--- config.mk ---
export PLATFORM = sky130hd
export DESIGN_NAME = cma_run_sequencer
export DESIGN_NICKNAME = d
export VERILOG_FILES = /design/src/rtl/cma_run_sequencer_pkg.sv /design/src/rtl/cma_seq_watchdog.sv /design/src/rtl/cma_run_sequencer.sv
export SDC_FILE = /design/constraint.sdc
export NUM_CORES = 1
export LEC_CHECK = 0
export ABC_CLOCK_PERIOD_IN_PS = 7010
export CORE_MARGIN = 2
export CORE_UTILIZATION = 43
export DETAILED_ROUTE_END_ITERATION = 16
export GPL_TIMING_DRIVEN = 0
export PLACE_DENSITY = 0.77
export SETUP_SLACK_MARGIN = 0.02
export SYNTH_ARGS = -nofsm -noshare
export SYNTH_HDL_FRONTEND = slang
export SYNTH_SLANG_ARGS = --single-unit
--- constraint.sdc ---
create_clock -name CLK -period 7.01 [get_ports CLK]
set_input_delay 1.402 -clock CLK [delete_from_list [all_inputs] [get_ports CLK]]
set_output_delay 1.402 -clock CLK [all_outputs]
set_load 0.02 [all_outputs]
--- src/rtl/cma_run_sequencer_pkg.sv ---
// Shared types and defaults for the CMA run sequencer: one-hot FSM encoding and kick address.
package cma_run_sequencer_pkg;

  typedef enum logic [7:0] {
    StIdle = 8'b0000_0001,
    StLoad = 8'b0000_0010,
    StKick = 8'b0000_0100,
    StWait = 8'b0000_1000,
    StRead = 8'b0001_0000,
    StCapt = 8'b0010_0000,
    StOut  = 8'b0100_0000,
    StEnd  = 8'b1000_0000
  } cma_state_e;

  localparam int unsigned    AddrWDef   = 12;
  localparam int unsigned    DataWDef   = 25;
  localparam logic [11:0]    KickAdrDef = 12'h880;

endpackage

--- src/rtl/cma_seq_watchdog.sv ---
// Saturating cycle counter for the WAIT phase; hit flags the last allowed cycle, limit 0 disables.
module cma_seq_watchdog #(
  parameter int unsigned TMO_W = 16
) (
  input  logic             CLK,
  input  logic             RST,
  input  logic             en,
  input  logic             clr,
  input  logic [TMO_W-1:0] limit,
  output logic             hit
);

  logic [TMO_W-1:0] cnt_q, cnt_d;

  always_comb begin
    cnt_d = cnt_q;
    if (clr) begin
      cnt_d = '0;
    end else if (en && (cnt_q != '1)) begin
      cnt_d = cnt_q + TMO_W'(1);
    end
  end

  always_ff @(posedge CLK or posedge RST) begin
    if (RST) begin
      cnt_q <= '0;
    end else begin
      cnt_q <= cnt_d;
    end
  end

  assign hit = en && (limit != '0) && (cnt_q == (limit - TMO_W'(1)));

endmodule

--- src/rtl/cma_run_sequencer.sv ---
// Runs one CMA job: streams config words from the source ROM, kicks the array, waits for DONE
// under a watchdog, then reads a result window back out through a valid/ready stream.
module cma_run_sequencer
  import cma_run_sequencer_pkg::*;
#(
  parameter int unsigned        ADDR_W   = AddrWDef,
  parameter int unsigned        DATA_W   = DataWDef,
  parameter int unsigned        SRC_AW   = 8,
  parameter int unsigned        RLEN_W   = 8,
  parameter int unsigned        TMO_W    = 16,
  parameter logic [ADDR_W-1:0]  KICK_ADR = KickAdrDef
) (
  input  logic                     CLK,
  input  logic                     RST,
  input  logic                     START,
  input  logic [SRC_AW-1:0]        CFG_BASE,
  input  logic [SRC_AW-1:0]        CFG_LEN,
  input  logic [ADDR_W-1:0]        RD_BASE,
  input  logic [RLEN_W-1:0]        RD_LEN,
  input  logic [TMO_W-1:0]         TIMEOUT,
  output logic [SRC_AW-1:0]        SRC_ADR,
  input  logic [ADDR_W+DATA_W-1:0] SRC_Q,
  output logic                     WE,
  output logic                     RE,
  output logic                     RUN,
  output logic                     BANK_SEL,
  output logic [ADDR_W-1:0]        GLB_ADR,
  output logic [DATA_W-1:0]        GLB_DOUT,
  input  logic [DATA_W-1:0]        GLB_DIN,
  input  logic                     DONE,
  output logic                     RES_VALID,
  input  logic                     RES_READY,
  output logic [DATA_W-1:0]        RES_DATA,
  output logic                     BUSY,
  output logic                     FIN,
  output logic                     ERR
);

  localparam int unsigned LcntW = SRC_AW + 1;

  cma_state_e state_q, state_d;

  logic [SRC_AW-1:0] cfg_len_q, cfg_len_d;
  logic [ADDR_W-1:0] rd_base_q, rd_base_d;
  logic [RLEN_W-1:0] rd_len_q, rd_len_d;
  logic [RLEN_W-1:0] idx_q, idx_d;
  logic [TMO_W-1:0]  tmo_q, tmo_d;
  logic [LcntW-1:0]  lcnt_q, lcnt_d;

  logic [SRC_AW-1:0] src_adr_q, src_adr_d;
  logic              we_q, we_d;
  logic              re_q, re_d;
  logic              run_q, run_d;
  logic              bank_sel_q, bank_sel_d;
  logic [ADDR_W-1:0] glb_adr_q, glb_adr_d;
  logic [DATA_W-1:0] glb_dout_q, glb_dout_d;
  logic              res_valid_q, res_valid_d;
  logic [DATA_W-1:0] res_data_q, res_data_d;
  logic              busy_q, busy_d;
  logic              fin_q, fin_d;
  logic              err_q, err_d;

  logic              wd_en, wd_clr, wd_hit;
  logic [LcntW-1:0]  lcnt_inc, cfg_len_ext;
  logic [RLEN_W-1:0] idx_inc;

  assign lcnt_inc    = lcnt_q + LcntW'(1);
  assign cfg_len_ext = {1'b0, cfg_len_q};
  assign idx_inc     = idx_q + RLEN_W'(1);

  assign wd_en  = (state_q == StWait);
  assign wd_clr = (state_q == StKick);

  cma_seq_watchdog #(
    .TMO_W (TMO_W)
  ) u_watchdog (
    .CLK   (CLK),
    .RST   (RST),
    .en    (wd_en),
    .clr   (wd_clr),
    .limit (tmo_q),
    .hit   (wd_hit)
  );

  always_comb begin
    state_d     = state_q;
    cfg_len_d   = cfg_len_q;
    rd_base_d   = rd_base_q;
    rd_len_d    = rd_len_q;
    idx_d       = idx_q;
    tmo_d       = tmo_q;
    lcnt_d      = lcnt_q;
    src_adr_d   = src_adr_q;
    we_d        = 1'b0;
    glb_adr_d   = glb_adr_q;
    glb_dout_d  = glb_dout_q;
    res_valid_d = res_valid_q;
    res_data_d  = res_data_q;
    err_d       = err_q;

    unique case (state_q)
      StIdle: begin
        if (START) begin
          cfg_len_d = CFG_LEN;
          rd_base_d = RD_BASE;
          rd_len_d  = RD_LEN;
          tmo_d     = TIMEOUT;
          idx_d     = '0;
          lcnt_d    = '0;
          src_adr_d = CFG_BASE;
          err_d     = 1'b0;
          state_d   = (CFG_LEN == '0) ? StKick : StLoad;
        end
      end
      StLoad: begin
        // lcnt counts LOAD cycles; ROM word for address k lands in cycle k+1.
        lcnt_d = lcnt_inc;
        if (lcnt_inc < cfg_len_ext) begin
          src_adr_d = src_adr_q + SRC_AW'(1);
        end
        if ((lcnt_q != '0) && (lcnt_q <= cfg_len_ext)) begin
          we_d       = 1'b1;
          glb_adr_d  = SRC_Q[ADDR_W+DATA_W-1:DATA_W];
          glb_dout_d = SRC_Q[DATA_W-1:0];
        end
        if (lcnt_q == (cfg_len_ext + LcntW'(1))) begin
          state_d = StKick;
        end
      end
      StKick: begin
        state_d = StWait;
      end
      StWait: begin
        if (DONE) begin
          state_d = (rd_len_q == '0) ? StEnd : StRead;
        end else if (wd_hit) begin
          err_d   = 1'b1;
          state_d = StEnd;
        end
      end
      StRead: begin
        state_d = StCapt;
      end
      StCapt: begin
        res_data_d  = GLB_DIN;
        res_valid_d = 1'b1;
        state_d     = StOut;
      end
      StOut: begin
        if (res_valid_q && RES_READY) begin
          res_valid_d = 1'b0;
          idx_d       = idx_inc;
          state_d     = (idx_inc == rd_len_q) ? StEnd : StRead;
        end
      end
      StEnd: begin
        state_d = StIdle;
      end
      default: begin
        state_d = StIdle;
      end
    endcase

    // Registered outputs follow the state being entered so they line up with state_q.
    re_d       = (state_d == StRead);
    run_d      = (state_d == StKick) || (state_d == StWait);
    bank_sel_d = (state_d != StKick);
    fin_d      = (state_d == StEnd);
    busy_d     = (state_d != StIdle);
    if (state_d == StKick) begin
      glb_adr_d = KICK_ADR;
    end else if (state_d == StRead) begin
      glb_adr_d = rd_base_q + ADDR_W'(idx_d);
    end
  end

  always_ff @(posedge CLK or posedge RST) begin
    if (RST) begin
      state_q     <= StIdle;
      cfg_len_q   <= '0;
      rd_base_q   <= '0;
      rd_len_q    <= '0;
      idx_q       <= '0;
      tmo_q       <= '0;
      lcnt_q      <= '0;
      src_adr_q   <= '0;
      we_q        <= 1'b0;
      re_q        <= 1'b0;
      run_q       <= 1'b0;
      bank_sel_q  <= 1'b1;
      glb_adr_q   <= '0;
      glb_dout_q  <= '0;
      res_valid_q <= 1'b0;
      res_data_q  <= '0;
      busy_q      <= 1'b0;
      fin_q       <= 1'b0;
      err_q       <= 1'b0;
    end else begin
      state_q     <= state_d;
      cfg_len_q   <= cfg_len_d;
      rd_base_q   <= rd_base_d;
      rd_len_q    <= rd_len_d;
      idx_q       <= idx_d;
      tmo_q       <= tmo_d;
      lcnt_q      <= lcnt_d;
      src_adr_q   <= src_adr_d;
      we_q        <= we_d;
      re_q        <= re_d;
      run_q       <= run_d;
      bank_sel_q  <= bank_sel_d;
      glb_adr_q   <= glb_adr_d;
      glb_dout_q  <= glb_dout_d;
      res_valid_q <= res_valid_d;
      res_data_q  <= res_data_d;
      busy_q      <= busy_d;
      fin_q       <= fin_d;
      err_q       <= err_d;
    end
  end

  assign SRC_ADR   = src_adr_q;
  assign WE        = we_q;
  assign RE        = re_q;
  assign RUN       = run_q;
  assign BANK_SEL  = bank_sel_q;
  assign GLB_ADR   = glb_adr_q;
  assign GLB_DOUT  = glb_dout_q;
  assign RES_VALID = res_valid_q;
  assign RES_DATA  = res_data_q;
  assign BUSY      = busy_q;
  assign FIN       = fin_q;
  assign ERR       = err_q;

endmodule

# --- Word-level counts from Yosys, hierarchy flattened ---
# Index checks and enable logic that the tools add are counted.
op_classes:
  add_sub_neg: 7
  mux: 31
  order_cmp: 2
  reduce_logical: 23
  n_eq_ne: 22
op_table:
  columns: ["cell", "n"]
  rows:
  - ["8-bit 2-to-1 mux", 11]
  - ["8-bit case mux with 7 select lines", 1]
  - ["12-bit 2-to-1 mux", 4]
  - ["16-bit 2-to-1 mux", 2]
  - ["8-bit case mux with 2 select lines", 2]
  - ["9-bit case mux with 2 select lines", 1]
  - ["16-bit by 1-bit adder with 16-bit output, second input constant", 1]
  - ["8-bit by 1-bit adder with 8-bit output, second input constant", 2]
  - ["16-bit equality test", 1]
  - ["8-bit by 3-bit equality test with 1-bit output, second input constant", 2]
  - ["8-bit by 4-bit equality test with 1-bit output, second input constant", 2]
  - ["8-bit by 5-bit equality test with 1-bit output, second input constant", 2]
  - ["8-bit zero test", 2]
  - ["16-bit != test, second input constant", 1]
  - ["16-bit nonzero test", 1]
  - ["16-bit by 1-bit subtractor with 16-bit output, second input constant", 1]
  - ["12-bit by 8-bit adder with 12-bit output", 1]
  - ["2-bit != test, second input constant", 5]
  - ["2-bit AND reduction", 5]
  - ["8-bit by 1-bit adder with 9-bit output, second input constant", 1]
  - ["9-bit by 1-bit adder with 9-bit output, second input constant", 1]
  - ["9-bit equality test", 1]
  - ["9-bit by 8-bit less-or-equal comparator with 1-bit output", 1]
  - ["9-bit by 8-bit less-than comparator with 1-bit output", 1]
  - ["19 further kinds", 33]
word_totals:
  register_bits: 163
  word_cells: 105
  output_inout_bits: 78
  in_bits: 119

# --- Longest topological paths before layout ---
# Gate-level depths: netlist of the first run.
depth:
  depth_word: 9
  depth_mapped: 16
  ltp_nobuf: 15

# --- Hierarchy ---
# From an unflattened synthesis of the first run, not the netlist that was laid out.
hier_totals:
  hier_cells: 920
  hier_area_um2: 8904.8
modules_own_cells:
  columns: ["mod", "n_inst", "area_each_um2", "cells_each", "seq_area_each_um2"]
  rows:
  - ["cma_run_sequencer", 1, 7482.2, 755, 3681.0]
  - ["cma_seq_watchdog", 1, 1422.6, 165, 400.4]

# --- Worst setup path before layout of the first run ---
# OpenSTA, ideal clock, no wires.
synth_path:
  path_kind: "input port to flip-flop"
  start: "in RES_READY"
  end: "reg glb_adr_q[10] (netlist: GLB_ADR[10])"
  slack_ns: 3.290
  required_ns: 6.916
  n_path_buf: 1
  t_arrival_ns: 3.626
  setup_time_ns: 0.094
  path_stages: 12
  path_cell_list: "nand2_1 or2_2 clkbuf_1 o21ai_0 ha_1 fa_1 a21o_1 a221oi_1 a21oi_1 nand3_1 xor2_1 a211oi_1"
synth_between:
  elab_chain_len: 6
  elab_cells_between_ends: 13
  classes_between: "1 x add/sub; 2 x eq/ne; 6 x mux; 4 x reduce/logical"
synth_rtl:
  columns: ["item", "line", "text"]
  rows:
  - ["start: declaration", "cma_run_sequencer.sv:32", "input logic RES_READY,"]
  - ["1-bit logical AND", "cma_run_sequencer.sv:150", "if (res_valid_q && RES_READY) begin"]
  - ["8-bit 2-to-1 mux", "cma_run_sequencer.sv:150", null]
  - ["8-bit case mux with 2 select lines", "cma_run_sequencer.sv:101", "unique case (state_q)"]
  - ["named net idx_d[0]", "cma_run_sequencer.sv:46", "logic [RLEN_W-1:0] idx_q, idx_d;"]
  - ["12-bit by 8-bit adder with 12-bit output", "cma_run_sequencer.sv:173", "glb_adr_d = rd_base_q + ADDR_W'(idx_d);"]
  - ["12-bit 2-to-1 mux", "cma_run_sequencer.sv:172", "end else if (state_d == StRead) begin"]
  - ["12-bit 2-to-1 mux", "cma_run_sequencer.sv:170", "if (state_d == StKick) begin"]
  - ["end signal: assignment", "cma_run_sequencer.sv:211", "glb_adr_q <= glb_adr_d;"]
  - ["end: declaration", "cma_run_sequencer.sv:55", "logic [ADDR_W-1:0] glb_adr_q, glb_adr_d;"]
# The timed path passes the listed nets, and every way through them passes these cells.
# A chain may end at the register's enable or synchronous reset.

# --- Worst setup path in the final report of the first run ---
# Ends and elaborated chain as after synthesis.

==> qor.yml, run 1 <==
setup_viol_count_final: 0
num_rows: 52
cts.clk_slew.worst_paths_ps: 60
final_period_minus_worst_setup_slack_ps: 4290
seqCellArea_um2: 4080
dr_total_vias: 7576
multi_input_combinational_cell_area_um2: 4460
total_of_warnings_raised_by_yosys: 0
numClockSinks: 163
worstHoldPathType: "flop to flop"
status: "finished clean"
worst_ir_drop_vdd_uv: 175
max_h_tree_level: 4
globalRouteTotalUtil_pct: 21.8
slew_viol_final: 0
slew-limit-headroom_pct: 31.7
syn-instance-count: 953
critPathMaxFanout: 8
clock_tree_from_tritoncts: "done"
n_fill_cell: 1771
ys_ff_latch: 163
layoutNonFillerInstCount: 1452
drt-initial-drc-count: 457
antenna_found_initial: 0
grt_pass1_vias: 7482
synth_largest_type_area_fraction_pct: 45.7
floorplan.die.width_um: 147
place.detailed.instances: 1420
nets: 1321
layout-area-overhead-vs-synth_pct: 33.8
critPathCaptureType: "flop"
timing_hold_violations_final: 0
synthFlopType: "sky130_fd_sc_hd__dfrtp_1"
grt_setup_unrepaired: "false"
cts.path.max_buffers: 2
tritoncts.num_buffers: 17
first_pass_iters: 5
initial_core_utilization_pct: 43.7
yosysTopAreaCell: "sky130_fd_sc_hd__dfrtp_1"
fmax_mhz: 233
synthSimpleGateAreaFrac_pct: 23.4
grt_max_degree: 100
clk_latency_ps: 430
maxCapViolCount: 0
synth.avg_cell_area_um2: 9.25
cts_hold_repair.buffers: 0
dominant_combinational_cell_family_by_area_after_synthesis: "simple AND/OR/NAND/NOR gates"
post_synth_edffs: 0
root_buffer: "sky130_fd_sc_hd__clkbuf_16"
i_o_pin_count: 197
wl_met2_um: 11200
vias_per_cell: 5.22
slew_of_the_pin_with_the_lowest_slew_margin_ps: 1010
synth_cell_types: 69
cts-resized-gates: 0
adder_cell_fraction_of_synth_area_pct: 4.77
floorplan.die.height_um: 147
postRouteAntennaNets: 0
synth_top_cells_by_area: "sky130_fd_sc_hd__dfrtp_1, sky130_fd_sc_hd__nand2_1, sky130_fd_sc_hd__ha_1"
fp.dieArea_um2: 21700
power_leakage_nw: 5.30
synth-compound-area-share_pct: 11.5
critical_path.startpoint_type: "primary input"
syn_area_um2: 8820
post_drt_wl_per_cell_um: 16.1
place_hpwl_um: 17100
met1_layer_wirelength_in_the_final_routing_um: 10300
post_synth_mux_area_share_pct: 4.70
routed-wl-met3_um: 1100
fraction_of_the_cycle_the_final_worst_path_needs_pct: 61.1
fin_hold_ws_ps: 473
share_of_cells_above_drive_strength_1_pct: 7.61
worstSetupPathType: "primary input to flop"
finalPower_mw: 4.13
route.detailed.drc: 0
synth_sequential_area_ratio_pct: 46.3
timing.critical_path.required_ps: 7300
ys_async_sr_fraction_pct: 100
critPathArrivalTime_ps: 4570
power.density_nw_per_um2: 350
cts_setup_buffers: 0
mappedNetlistNets: 1105
drt-total-wl_um: 23300
gr-total-overflow: 0
core_area_um2: 20200
fin_worst_skew_ps: 9.22
gp_routability_congestion: 0.868
n_antenna_cell: 0
io_buffers: 196
wire_length_of_the_first_global_routing_pass_um: 37900
yosys.area_share.xor_xnor_pct: 6.26
highest_layer: "met4"
postLayoutCoreUtil_pct: 58.5
-- critical path, stage by stage --
cell                              delay, ps
sky130_fd_sc_hd__clkdlybuf4s50_1        460
sky130_fd_sc_hd__nand2_1                120
sky130_fd_sc_hd__nand2b_1               130
sky130_fd_sc_hd__o211ai_1               280
sky130_fd_sc_hd__nand2_1                140
sky130_fd_sc_hd__o21ai_0                120
sky130_fd_sc_hd__ha_1                   260
sky130_fd_sc_hd__fa_1                   420
sky130_fd_sc_hd__a21o_1                 190
sky130_fd_sc_hd__a221oi_1               440
sky130_fd_sc_hd__a21oi_1                190
sky130_fd_sc_hd__nand3_1                140
sky130_fd_sc_hd__xor2_1                 190
sky130_fd_sc_hd__a211oi_1               100
-- layout by cell type (no fill, tap or decap), types with 9 or more instances in the layout --
cell	Yosys	routed
sky130_fd_sc_hd__mux2i_1	11	11
sky130_fd_sc_hd__clkbuf_1	38	40
sky130_fd_sc_hd__a21oi_1	29	29
sky130_fd_sc_hd__nor2_1	46	46
sky130_fd_sc_hd__inv_1	20	19
sky130_fd_sc_hd__and2_1	9	9
sky130_fd_sc_hd__xor2_1	34	34
sky130_fd_sc_hd__nand3_1	34	34
sky130_fd_sc_hd__clkdlybuf4s50_1	0	196
sky130_fd_sc_hd__clkbuf_16	0	17
sky130_fd_sc_hd__o21ai_0	46	46
sky130_fd_sc_hd__ha_1	32	32
sky130_fd_sc_hd__dfrtp_1	161	161
sky130_fd_sc_hd__xnor2_1	29	29
sky130_fd_sc_hd__nand2_1	244	244
sky130_fd_sc_hd__nand4_1	16	16
sky130_fd_sc_hd__mux2_2	27	27
sky130_fd_sc_hd__nor3_1	18	18
sky130_fd_sc_hd__a211oi_1	14	14
-- power breakdown --
part           switching (mW)  internal [mW]
Sequential              0.241           1.21
Clock                   0.390          0.630
Combinational           0.919          0.739
Total                    1.55           2.58
-- synthesized netlist by cell type (5+ instances only) --
library cell	number
sky130_fd_sc_hd__or3_1	6
sky130_fd_sc_hd__a21o_1	5
sky130_fd_sc_hd__dfrtp_1	161
sky130_fd_sc_hd__nor2_1	46
sky130_fd_sc_hd__a211oi_1	14
sky130_fd_sc_hd__o21a_1	5
sky130_fd_sc_hd__or4_1	6
sky130_fd_sc_hd__inv_1	20
sky130_fd_sc_hd__clkbuf_1	38
sky130_fd_sc_hd__o211ai_1	6
sky130_fd_sc_hd__nor4_1	8
sky130_fd_sc_hd__or2_2	5
sky130_fd_sc_hd__mux2i_1	11
sky130_fd_sc_hd__nor3_1	18
sky130_fd_sc_hd__nand2_1	244
sky130_fd_sc_hd__o21ai_0	46
sky130_fd_sc_hd__xnor2_1	29
sky130_fd_sc_hd__nand4_1	16
sky130_fd_sc_hd__xor2_1	34
sky130_fd_sc_hd__mux2_2	27
sky130_fd_sc_hd__and2_1	9
sky130_fd_sc_hd__nand2b_1	8
sky130_fd_sc_hd__ha_1	32
sky130_fd_sc_hd__nor2b_1	5
sky130_fd_sc_hd__nand3_1	34
sky130_fd_sc_hd__a21oi_1	29
sky130_fd_sc_hd__and3_1	5
sky130_fd_sc_hd__a31oi_1	5
-- through the flow --
step                      setup slack [ps]  area [um^2]  TNS, ps
after floorplan                       1210         8820        0
after detailed placement              2310        11200        0
after CTS                             2730        11800        0
after global placement               -1090        11100  -173110
final                                 2720        11800        0
after global routing                  2440        11800        0
-- metal layers --
metal | up-vias | GRT usage, %
li1 | 3750 | -
met1 | 3572 | 28.3
met2 | 210 | 35.7
met3 | 44 | 4.10
met4 | 0 | 9.42
met5 | - | 0
-- final timing paths --
check,start,endpoint,slack (ps),cells after the start
max,RES_READY,GLB_ADR[10]$_DFFE_PP0P_,2720,14
min,GLB_DOUT[15]$_DFFE_PP0P_,GLB_DOUT[15]$_DFFE_PP0P_,470,2
max reg2reg,state_q[6]$_DFF_PP0_,GLB_ADR[10]$_DFFE_PP0P_,2740,15
min reg2reg,GLB_DOUT[15]$_DFFE_PP0P_,GLB_DOUT[15]$_DFFE_PP0P_,470,2
max in group asynchronous,RST,ERR$_DFFE_PP0P_,4740,3
min in group asynchronous,RST,GLB_DOUT[23]$_DFFE_PP0P_,1400,2
-- flip-flops by register name (all words and copies together) (netlist names), 8 cells and up --
register	flops
GLB_ADR	12
GLB_DOUT	25
RES_DATA	25
SRC_ADR	8
cfg_len_q	8
idx_q	8
lcnt_q	9
rd_base_q	12
rd_len_q	8
state_q	8
tmo_q	16
u_watchdog.cnt_q	16
-- kinds of logic after synthesis --
group                    Yosys count
AND/OR/NAND/NOR                  440
buffers and inverters             64
AO/OA/AOI/OAI                    152
XOR/XNOR                          63
multiplexers                      38
flip-flops                       163
adder cells (fa/ha/maj)           33
-- cell type report --
class                   count  share of cell area (%)
clock inverters            10                    1.44
well taps                 270                    2.86
repair buffers            197                    16.9
inverters                  20                   0.700
clock buffers              22                    4.02
flip-flops and latches    163                    34.6
multi-input cells         726                    37.8
plain buffers              44                    1.74
Note: power is estimated with default switching activity, not from simulation.
==> run 2: changes to the inputs <==
--- a/config.mk
+++ b/config.mk
@@ -5,7 +5,7 @@
 export SDC_FILE = /design/constraint.sdc
 export NUM_CORES = 1
 export LEC_CHECK = 0
-export ABC_CLOCK_PERIOD_IN_PS = 7010
+export ABC_CLOCK_PERIOD_IN_PS = 4000
 export CORE_MARGIN = 2
 export CORE_UTILIZATION = 43
 export DETAILED_ROUTE_END_ITERATION = 16
==> constraint.sdc (replaced) <==
create_clock -name CLK -period 4 [get_ports CLK]
set_input_delay 0.8 -clock CLK [delete_from_list [all_inputs] [get_ports CLK]]
set_output_delay 0.8 -clock CLK [all_outputs]
set_load 0.02 [all_outputs]
==> run 2 against run 1 <==
Sequential share of layout area shrank 0.19 points. Worst hold slack gained 2.8 ps. Total power grew 73%. Wire length grew 3.4%. Clock skew is essentially flat. Cell count grew 0.41%. Non-clock buffer count grew 6. Sequential power grew 76%. Critical path depth grew 1. Clock-buffer cell count shrank 1. Register-to-register slack lost 2500 ps.
==> qor.yml, run 2 (synthesis gave the netlist of run 1 again) <==
globalRouteTotalUtil_pct: 22.5  # +0.75 points
worst_reg_to_reg_setup_slack_ps: 240  # -2500 ps
tritoncts.num_buffers: 17  # unchanged
maxCapViolCount: 0  # unchanged
nets: 1327  # +0.45%
root_buffer: "sky130_fd_sc_hd__clkbuf_16"
post_drt_wl_per_cell_um: 16.5  # +2.9%
place_hpwl_um: 17900  # +4.5%
postRouteAntennaNets: 0  # unchanged
max_h_tree_level: 4  # unchanged
share_of_cells_above_drive_strength_1_pct: 8.92  # +1.3 points
num_rows: 52  # unchanged
cts.clk_slew.worst_paths_ps: 70  # about the same
initial_core_utilization_pct: 43.7  # unchanged
i_o_pin_count: 197  # unchanged
floorplan.die.width_um: 147  # unchanged
layoutNonFillerInstCount: 1458  # +0.41%
status: "finished clean"
worst_path_max_delay_cell: "sky130_fd_sc_hd__or4_4"
clock_tree_from_tritoncts: "done"
timing.critical_path.cells: "or4_4, nor3_4, nand3b_1, nand2_1, o211ai_1, buf_4, a22o_1, ha_1, a211o_1, o211ai_1, a21oi_1, a31oi_1, xor2_1, mux2i_1, or2_2"
worst_slack_at_placement_ps: -261  # -2570 ps
critical_path.startpoint_type: "flop"
commonest_cells_after_routing_fill_and_taps_aside: "sky130_fd_sc_hd__nand2_1, sky130_fd_sc_hd__clkdlybuf4s50_1, sky130_fd_sc_hd__dfrtp_1"
power.density_nw_per_um2: 602  # +72%
timing_hold_violations_final: 0  # unchanged
worstSetupPathType: "flop to flop"
worst_path_most_repeated_cell: "sky130_fd_sc_hd__o211ai_1"
cpPeakStageDelay_ps: 590  # +130 ps
critPathCaptureType: "flop"
n_antenna_cell: 0  # unchanged
setup_viol_count_final: 0  # unchanged
gp_routability_congestion: 0.867  # -0.17%
fin_worst_skew_ps: 8.97  # -0.252 ps
vias_per_cell: 5.39  # +3.2%
grt_pass1_vias: 7680  # +2.6%
antenna_found_initial: 0  # unchanged
slew_viol_final: 0  # unchanged
fp.dieArea_um2: 21700  # unchanged
first_pass_iters: 5  # unchanged
place.detailed.instances: 1423  # +0.21%
final_period_minus_worst_setup_slack_ps: 3760
worst_ir_drop_vdd_uv: 280  # +61%
io_buffers: 196  # unchanged
clk_latency_ps: 430  # about the same
critPathMaxFanout: 8  # unchanged
timing.critical_path.required_ps: 4310  # -2990 ps
wire_length_of_the_first_global_routing_pass_um: 39400  # +4.0%
core_area_um2: 20200  # unchanged
n_fill_cell: 1781  # +0.56%
gr-total-overflow: 0  # unchanged
dr_total_vias: 7853  # +3.7%
slew_of_the_pin_with_the_lowest_slew_margin_ps: 986  # -27.7 ps
grt_max_degree: 42  # -58%
route.detailed.drc: 0  # unchanged
cts_hold_repair.buffers: 0  # unchanged
postLayoutCoreUtil_pct: 58.8  # +0.32 points
drt-initial-drc-count: 571  # +25%
cts.path.max_buffers: 2  # unchanged
fraction_of_the_cycle_the_final_worst_path_needs_pct: 94.1
fin_hold_ws_ps: 476  # +2.84 ps
power_leakage_nw: 5.32  # +0.34%
numClockSinks: 163  # unchanged
layout-area-overhead-vs-synth_pct: 34.5
post-route-worst-setup-slack_ps: 237  # -2490 ps
finalPower_mw: 7.14  # +73%
layout.cells.most_common: "sky130_fd_sc_hd__nand2_1"
slew-limit-headroom_pct: 33.6  # +1.9 points
floorplan.die.height_um: 147  # unchanged
critPathArrivalTime_ps: 4080  # -490 ps
fmax_mhz: 266
worstHoldPathType: "flop to flop"
grt_setup_unrepaired: "false"
drt-total-wl_um: 24100  # +3.4%
## run 2: changes by cell type in the layout (fill, tap and decap cells not counted), moves of 3 or more
cell                        change
sky130_fd_sc_hd__buf_12         +4
sky130_fd_sc_hd__buf_4          +4
sky130_fd_sc_hd__bufinv_16      -3
sky130_fd_sc_hd__clkinv_2       +3
## run 2: what timing repair did
item | in CTS | in global routing
setup endpoints to repair | 6 | 6
cloned | 0 | 0
resized for setup | 2 | 9
buffers inserted | 1 | 3
pin swaps | 1 | 6
## run 2: area by class of cell
cell class | count | area (um^2) | area share, %
multi-input combinational | 726 | 4520 | 38.1
sequential | 163 | 4080 | 34.4
inverter | 20 | 78.8 | 0.665
tap | 270 | 338 | 2.85
clock buffer | 21 | 470 | 3.97
clock inverter | 11 | 103 | 0.865
buffer | 43 | 201 | 1.70
timing repair buffer | 204 | 2070 | 17.5
## run 2: routing by layer
layer	GRT usage [%]	routed length, um
met1	29.4	10300
met2	37.3	11900
met3	4.60	1200
met4	8.17	710
met5	0	0
## run 2: stage by stage
stage               area [um^2]  TNS (ps)
CTS                       11800         0
global placement          11100    -44130
finish                    11900         0
detailed placement        11200      -816
global route              11900         0
floorplan                  8820         0
## run 2: critical path, delay by kind of cell (launching register included)
kind / cells / cell delay [ps]
AND/OR/NAND/NOR: 5 / 1310
multiplexers: 1 / 90
flip-flops: 1 / 410
XOR/XNOR: 1 / 200
buffers and inverters: 1 / 180
adder cells (fa/ha/maj): 1 / 300
AO/OA/AOI/OAI: 6 / 1150
## run 2: final timing paths
| kind | from | endpoint | cells after the start |
|---|---|---|---|
| setup / recovery | state_q[6]$_DFF_PP0_ | GLB_ADR[11]$_DFFE_PP0P_ | 15 |
| hold / removal | GLB_DOUT[6]$_DFFE_PP0P_ | GLB_DOUT[6]$_DFFE_PP0P_ | 2 |
| setup reg to reg | state_q[6]$_DFF_PP0_ | GLB_ADR[11]$_DFFE_PP0P_ | 15 |
| hold reg to reg | GLB_DOUT[6]$_DFFE_PP0P_ | GLB_DOUT[6]$_DFFE_PP0P_ | 2 |
| max in group asynchronous | RST | BANK_SEL$_DFF_PP1_ | 3 |
| min in group asynchronous | RST | RES_DATA[19]$_DFFE_PP0P_ | 2 |
## run 2: power by group
group / switching [mW] / total [mW] / internal [mW]
logic: 1.65 / 2.98 / 1.33
clock network: 0.704 / 1.61 / 0.908
registers: 0.432 / 2.55 / 2.12
